$ cat src/rtl/pipe_hazard_ctrl.sv
// Hazard and sequencing controller for a 5-stage RV32I pipeline: stage valid
// tracking, stall/flush/freeze enables, EX operand forwarding and event counters.
module pipe_hazard_ctrl #(
  parameter int CNT_WIDTH = 16
) (
  input  logic                 stage_clk,
  input  logic                 stage_rst,
  input  logic [4:0]           id_rs1,
  input  logic [4:0]           id_rs2,
  input  logic                 id_rs1_used,
  input  logic                 id_rs2_used,
  input  logic [4:0]           ex_rd,
  input  logic                 ex_is_load,
  input  logic                 ex_br_taken,
  input  logic [4:0]           ex_rs1,
  input  logic [4:0]           ex_rs2,
  input  logic [4:0]           mem_rd,
  input  logic [4:0]           wb_rd,
  input  logic                 mem_rd_we,
  input  logic                 wb_rd_we,
  input  logic                 mem_busy,
  output logic                 pc_en,
  output logic                 if_id_en,
  output logic                 id_ex_en,
  output logic                 ex_mem_en,
  output logic                 mem_wb_en,
  output logic                 redirect,
  output logic                 v_id,
  output logic                 v_ex,
  output logic                 v_mem,
  output logic                 v_wb,
  output logic [1:0]           fwd_a_sel,
  output logic [1:0]           fwd_b_sel,
  output logic [CNT_WIDTH-1:0] stall_cnt,
  output logic [CNT_WIDTH-1:0] flush_cnt
);

  localparam logic [1:0] FWD_RF  = 2'd0;
  localparam logic [1:0] FWD_MEM = 2'd1;
  localparam logic [1:0] FWD_WB  = 2'd2;

  localparam logic [CNT_WIDTH-1:0] CNT_MAX = '1;
  localparam logic [CNT_WIDTH-1:0] CNT_ONE = CNT_WIDTH'(1);

  logic v_id_q, v_id_d;
  logic v_ex_q, v_ex_d;
  logic v_mem_q, v_mem_d;
  logic v_wb_q, v_wb_d;
  logic [CNT_WIDTH-1:0] stall_cnt_q, stall_cnt_d;
  logic [CNT_WIDTH-1:0] flush_cnt_q, flush_cnt_d;

  logic rs1_match;
  logic rs2_match;
  logic hz_lu;
  logic br;

  assign rs1_match = id_rs1_used && (id_rs1 == ex_rd);
  assign rs2_match = id_rs2_used && (id_rs2 == ex_rd);
  assign hz_lu     = v_id_q && v_ex_q && ex_is_load && (ex_rd != 5'd0) && (rs1_match || rs2_match);
  assign br        = v_ex_q && ex_br_taken;

  // Priority is busy > branch > load-use > normal; reset forces everything idle.
  always_comb begin
    pc_en       = 1'b0;
    if_id_en    = 1'b0;
    id_ex_en    = 1'b0;
    ex_mem_en   = 1'b0;
    mem_wb_en   = 1'b0;
    redirect    = 1'b0;
    v_id_d      = v_id_q;
    v_ex_d      = v_ex_q;
    v_mem_d     = v_mem_q;
    v_wb_d      = v_wb_q;
    stall_cnt_d = stall_cnt_q;
    flush_cnt_d = flush_cnt_q;

    if (stage_rst || mem_busy) begin
      pc_en = 1'b0;
    end else if (br) begin
      pc_en     = 1'b1;
      if_id_en  = 1'b1;
      id_ex_en  = 1'b1;
      ex_mem_en = 1'b1;
      mem_wb_en = 1'b1;
      redirect  = 1'b1;
      v_id_d    = 1'b0;
      v_ex_d    = 1'b0;
      v_mem_d   = 1'b1;
      v_wb_d    = v_mem_q;
      if (flush_cnt_q != CNT_MAX) begin
        flush_cnt_d = flush_cnt_q + CNT_ONE;
      end
    end else if (hz_lu) begin
      id_ex_en  = 1'b1;
      ex_mem_en = 1'b1;
      mem_wb_en = 1'b1;
      v_ex_d    = 1'b0;
      v_mem_d   = v_ex_q;
      v_wb_d    = v_mem_q;
      if (stall_cnt_q != CNT_MAX) begin
        stall_cnt_d = stall_cnt_q + CNT_ONE;
      end
    end else begin
      pc_en     = 1'b1;
      if_id_en  = 1'b1;
      id_ex_en  = 1'b1;
      ex_mem_en = 1'b1;
      mem_wb_en = 1'b1;
      v_id_d    = 1'b1;
      v_ex_d    = v_id_q;
      v_mem_d   = v_ex_q;
      v_wb_d    = v_mem_q;
    end
  end

  always_ff @(posedge stage_clk or posedge stage_rst) begin
    if (stage_rst) begin
      v_id_q      <= 1'b0;
      v_ex_q      <= 1'b0;
      v_mem_q     <= 1'b0;
      v_wb_q      <= 1'b0;
      stall_cnt_q <= '0;
      flush_cnt_q <= '0;
    end else begin
      v_id_q      <= v_id_d;
      v_ex_q      <= v_ex_d;
      v_mem_q     <= v_mem_d;
      v_wb_q      <= v_wb_d;
      stall_cnt_q <= stall_cnt_d;
      flush_cnt_q <= flush_cnt_d;
    end
  end

  // MEM result is younger than WB, so it wins; x0 is hard-wired zero and never forwarded.
  function automatic logic [1:0] fwd_select(
    input logic [4:0] rs,
    input logic       mem_ok,
    input logic       wb_ok,
    input logic [4:0] m_rd,
    input logic [4:0] w_rd
  );
    logic [1:0] sel;
    sel = FWD_RF;
    if (mem_ok && (m_rd != 5'd0) && (m_rd == rs)) begin
      sel = FWD_MEM;
    end else if (wb_ok && (w_rd != 5'd0) && (w_rd == rs)) begin
      sel = FWD_WB;
    end
    return sel;
  endfunction

  logic mem_fwd_ok;
  logic wb_fwd_ok;

  assign mem_fwd_ok = !stage_rst && v_mem_q && mem_rd_we;
  assign wb_fwd_ok  = !stage_rst && v_wb_q && wb_rd_we;

  assign fwd_a_sel = fwd_select(ex_rs1, mem_fwd_ok, wb_fwd_ok, mem_rd, wb_rd);
  assign fwd_b_sel = fwd_select(ex_rs2, mem_fwd_ok, wb_fwd_ok, mem_rd, wb_rd);

  assign v_id      = v_id_q;
  assign v_ex      = v_ex_q;
  assign v_mem     = v_mem_q;
  assign v_wb      = v_wb_q;
  assign stall_cnt = stall_cnt_q;
  assign flush_cnt = flush_cnt_q;

endmodule

$ cat config.mk
export PLATFORM = sky130hd
export DESIGN_NAME = pipe_hazard_ctrl
export DESIGN_NICKNAME = d
export VERILOG_FILES = /design/src/rtl/pipe_hazard_ctrl.sv
export SDC_FILE = /design/constraint.sdc
export NUM_CORES = 1
export LEC_CHECK = 0
export BUFFER_PORTS_ARGS = -buffer_cell sky130_fd_sc_hd__buf_4
export CELL_PAD_IN_SITES_DETAIL_PLACEMENT = 1
export CELL_PAD_IN_SITES_GLOBAL_PLACEMENT = 2
export CORE_MARGIN = 2
export CORE_UTILIZATION = 29
export CTS_CLUSTER_DIAMETER = 200
export DETAILED_ROUTE_END_ITERATION = 8
export PLACE_DENSITY_LB_ADDON = 0.1
export SETUP_SLACK_MARGIN = 0.05
export SLEW_MARGIN = 5
export SYNTH_ARGS = -nofsm -noshare
export SYNTH_HDL_FRONTEND = slang
export SYNTH_SLANG_ARGS = --single-unit
export TNS_END_PERCENT = 10
$ cat constraint.sdc
create_clock -name stage_clk -period 3 [get_ports stage_clk]
set_input_delay 0.3 -clock stage_clk [delete_from_list [all_inputs] [get_ports stage_clk]]
set_output_delay 0.3 -clock stage_clk [all_outputs]
set_load 0.05 [all_outputs]
==> impl_metrics.py <==
metrics = {
    "cells_and_area": {
        "area_growth_pct": 37.15,
        "layout_common_cells": "buf_4 (91), xnor2_1 (38), dfrtp_1 (36)",
        "final_common_cell": "buf_4",
        "multi_input_area_sq_um": 1374,
        "stdcell_area_sq_um": 3178,
        "fin_nets": 357,
        "final_cells": 413,
        "regArea_sq_um": 900.9,
        "num-fill-cells": 898,
        "diodes": 0,
        "drive_above_1_share_pct": 40.19,
    },
    "timing": {
        "hold_violations": 0,
        "rsz0062_at_grt": "no",
        "setup_viol": 0,
        "timing.fmax_mhz": 461.3,
        "finalWorstSetupSlack_ns": 0.8324,
        "worstMarginPinSlew_ns": 0.7817,
        "finalCriticalPeriod_ns": 2.168,
        "finalClockSkew_ns": 0.005667,
        "relSlewSlack_pct": 47.79,
        "period_share_pct": 72.25,
        "slew_viol_final": 0,
    },
    "worst_hold_path": {
        "hp-class": "input port to asynchronous set/reset pin",
    },
    "yosys": {
        "ys_ff_latch": 36,
        "synth_edf_count": 0,
        "synth_cell_types": 42,
        "synth_top_area_cell": "dfrtp_1",
        "synth_top_cell_area_share_pct": 38.88,
        "async_reset_ff_share_pct": 100.0,
        "ys_seq_area_share_pct": 38.88,
        "ys_warn_count": 0,
        "synth_nets": 264,
        "synthTopCellsByArea": "dfrtp_1 (39%), xnor2_1 (14%), xor2_1 (7.6%)",
        "syn_avg_cell_area_sq_um": 10.63,
        "synthesis.area_sq_um": 2317,
        "ys.flop_type": "dfrtp_1",
        "netlist_instances": 218,
    },
    "worst_setup_path": {
        "required_ns": 2.70,
        "critPathCaptureType": "output port",
        "r2r_cells": 6,
        "crit_type": "input port to output port",
        "r2r-end": "stall_cnt[1]",
        "startpoint_type": "input port",
        "worstPathMaxFanout": 3,
        "rrSetupSlack_ns": 1.03,
        "rr_startpoint": "stall_cnt[0]",
        "cp.arrival_ns": 1.87,
    },
    "routing": {
        "drt_iter0_drc": 43,
        "routed_wl_um": 6446,
        "first_pass_iters": 4,
        "drc": 0,
        "postRouteAntennaNets": 0,
        "vias_per_cell": 4.872,
        "wl_per_cell_um": 15.61,
        "via_count": 2012,
    },
    "cts": {
        "ctsResizeCount": 0,
        "cts_tree": "built",
        "worstSkewPairLatency_ns": 0.28,
        "cts-root-buf": "clkbuf_8",
        "postCtsSetupRepairBufs": 0,
        "ctsLongestPathBuffers": 2,
        "hold_buffers": 0,
        "cts_htree_levels": 2,
        "cts.clk_slew.worst_paths_ns": 0.07,
        "numCtsBuffers": 5,
        "cts.sinks": 36,
    },
    "placed_design": {
        "io_buffers": 89,
        "placedCellCount": 406,
        "placed_area_sq_um": 3100,
        "dp_slack_ns": 0.8387,
        "gp_congestion": 0.7345,
        "dpl.hpwl_um": 5044,
    },
    "job": {
        "timing.max_cap.violations": 0,
    },
    "global_routing": {
        "grt_first_pass_wirelength_um": 10490,
        "grt_pass1_vias": 2117,
        "overflow": 0,
        "grt_max_degree": 37,
        "grt_use_total_pct": 15.18,
        "antenna_found_initial": 0,
    },
    "die": {
        "die_height_um": 93.39,
        "floorplan.initialDensity_pct": 29.99,
        "core_sq_um": 7727,
        "die_width_um": 93.39,
        "dieArea_sq_um": 8722,
        "rows": 32,
        "ioPinCount": 90,
    },
    "power": {
        "power.density_nw_per_um2": 418.2,
        "p_leak_nw": 1.435,
        "total_power_mw": 1.329,
        "vdd_ir_drop_max_mv": 0.2758,
    },
    "run_status": {
        "status": "finished, final reports clean",
    },
}
[layer usage]
| metal | up-vias | track usage, % | wire [um] |
|---|---|---|---|
| met5 | - | 0 | 0 |
| met4 | 0 | 3.309 | 44 |
| li1 | 962 | - | - |
| met2 | 73 | 24.16 | 2852 |
| met3 | 4 | 3.384 | 480 |
| met1 | 973 | 21.13 | 3068 |
[registers in the layout, summed over array words and instances, names as in the netlist]
signal and cells:
stall_cnt 16, flush_cnt 16, v_wb 1, v_id 1, v_ex 1, v_mem 1
[critical path, stage by stage]
cell       delay [ns]
buf_4            0.12
or4_1            0.54
o2111ai_2        0.29
nor4_2           0.11
nor4_2           0.27
buf_4            0.23
[cell type report]
cell class                      count  area share [%]
Multi-Input combinational cell    173           43.23
Sequential cell                    36           28.35
Timing Repair Buffer               91           21.50
Tap cell                          102           4.016
Clock buffer                        6           2.283
Inverter                            4          0.4724
Clock inverter                      1          0.1575
[cell usage after synthesis, drive strengths merged, types with 3 or more instances]
library cell and number:
and3 8, buf 5, nor3 9, nand4 10
nor2 11, inv 3, nand2 17, xor2 20
nor4 3, or4 3, and4 6, nand3 23
xnor2 38, mux2 5, dfrtp 36
[metrics by stage]
stage,setup TNS (ns),util (%),hold WS (ns)
CTS,0,41.13,0.2619
floorplan,-0.2383,-,0.4911
detailed placement,0,40.12,0.4891
finish,0,41.13,0.2547
global route,0,41.13,0.2948
global placement,0,40.12,0.4789
[kinds of logic (layout without fill, tap and decap cells)]
family / Yosys count / count (layout) / share of synthesized area [%]
buffers and inverters: 9 / 102 / 2.753
AND/OR/NAND/NOR: 97 / 97 / 27.32
AO/OA/AOI/OAI: 11 / 11 / 5.616
flip-flops: 36 / 36 / 38.88
adder cells (fa/ha/maj): 2 / 2 / 1.080
multiplexers: 5 / 5 / 2.430
XOR/XNOR: 58 / 58 / 21.92
[report_power, final]
group / internal, mW / leakage [nW] / switching (mW)
clock: 0.158 / 0.0410 / 0.173
combinational: 0.154 / 0.906 / 0.267
sequential: 0.521 / 0.488 / 0.0552
[how the worst max path moves through the flow]
| stage | endpoint | start | slack, ns | depth (start not counted) |
|---|---|---|---|---|
| 6_report | fwd_a_sel[1] | mem_rd[1] | 0.83 | 6 |
| 4_1_cts | fwd_a_sel[1] | mem_rd[1] | 0.83 | 6 |
| 3_3_place_gp | fwd_a_sel[1] | mem_rd[1] | 0.83 | 6 |
| 5_1_grt | fwd_a_sel[1] | mem_rd[1] | 0.72 | 6 |
| 2_1_floorplan | fwd_a_sel[1] | stage_rst | -0.24 | 4 |
| 3_5_place_dp | fwd_a_sel[1] | mem_rd[1] | 0.84 | 6 |
Power figures use the tool's default switching activity.
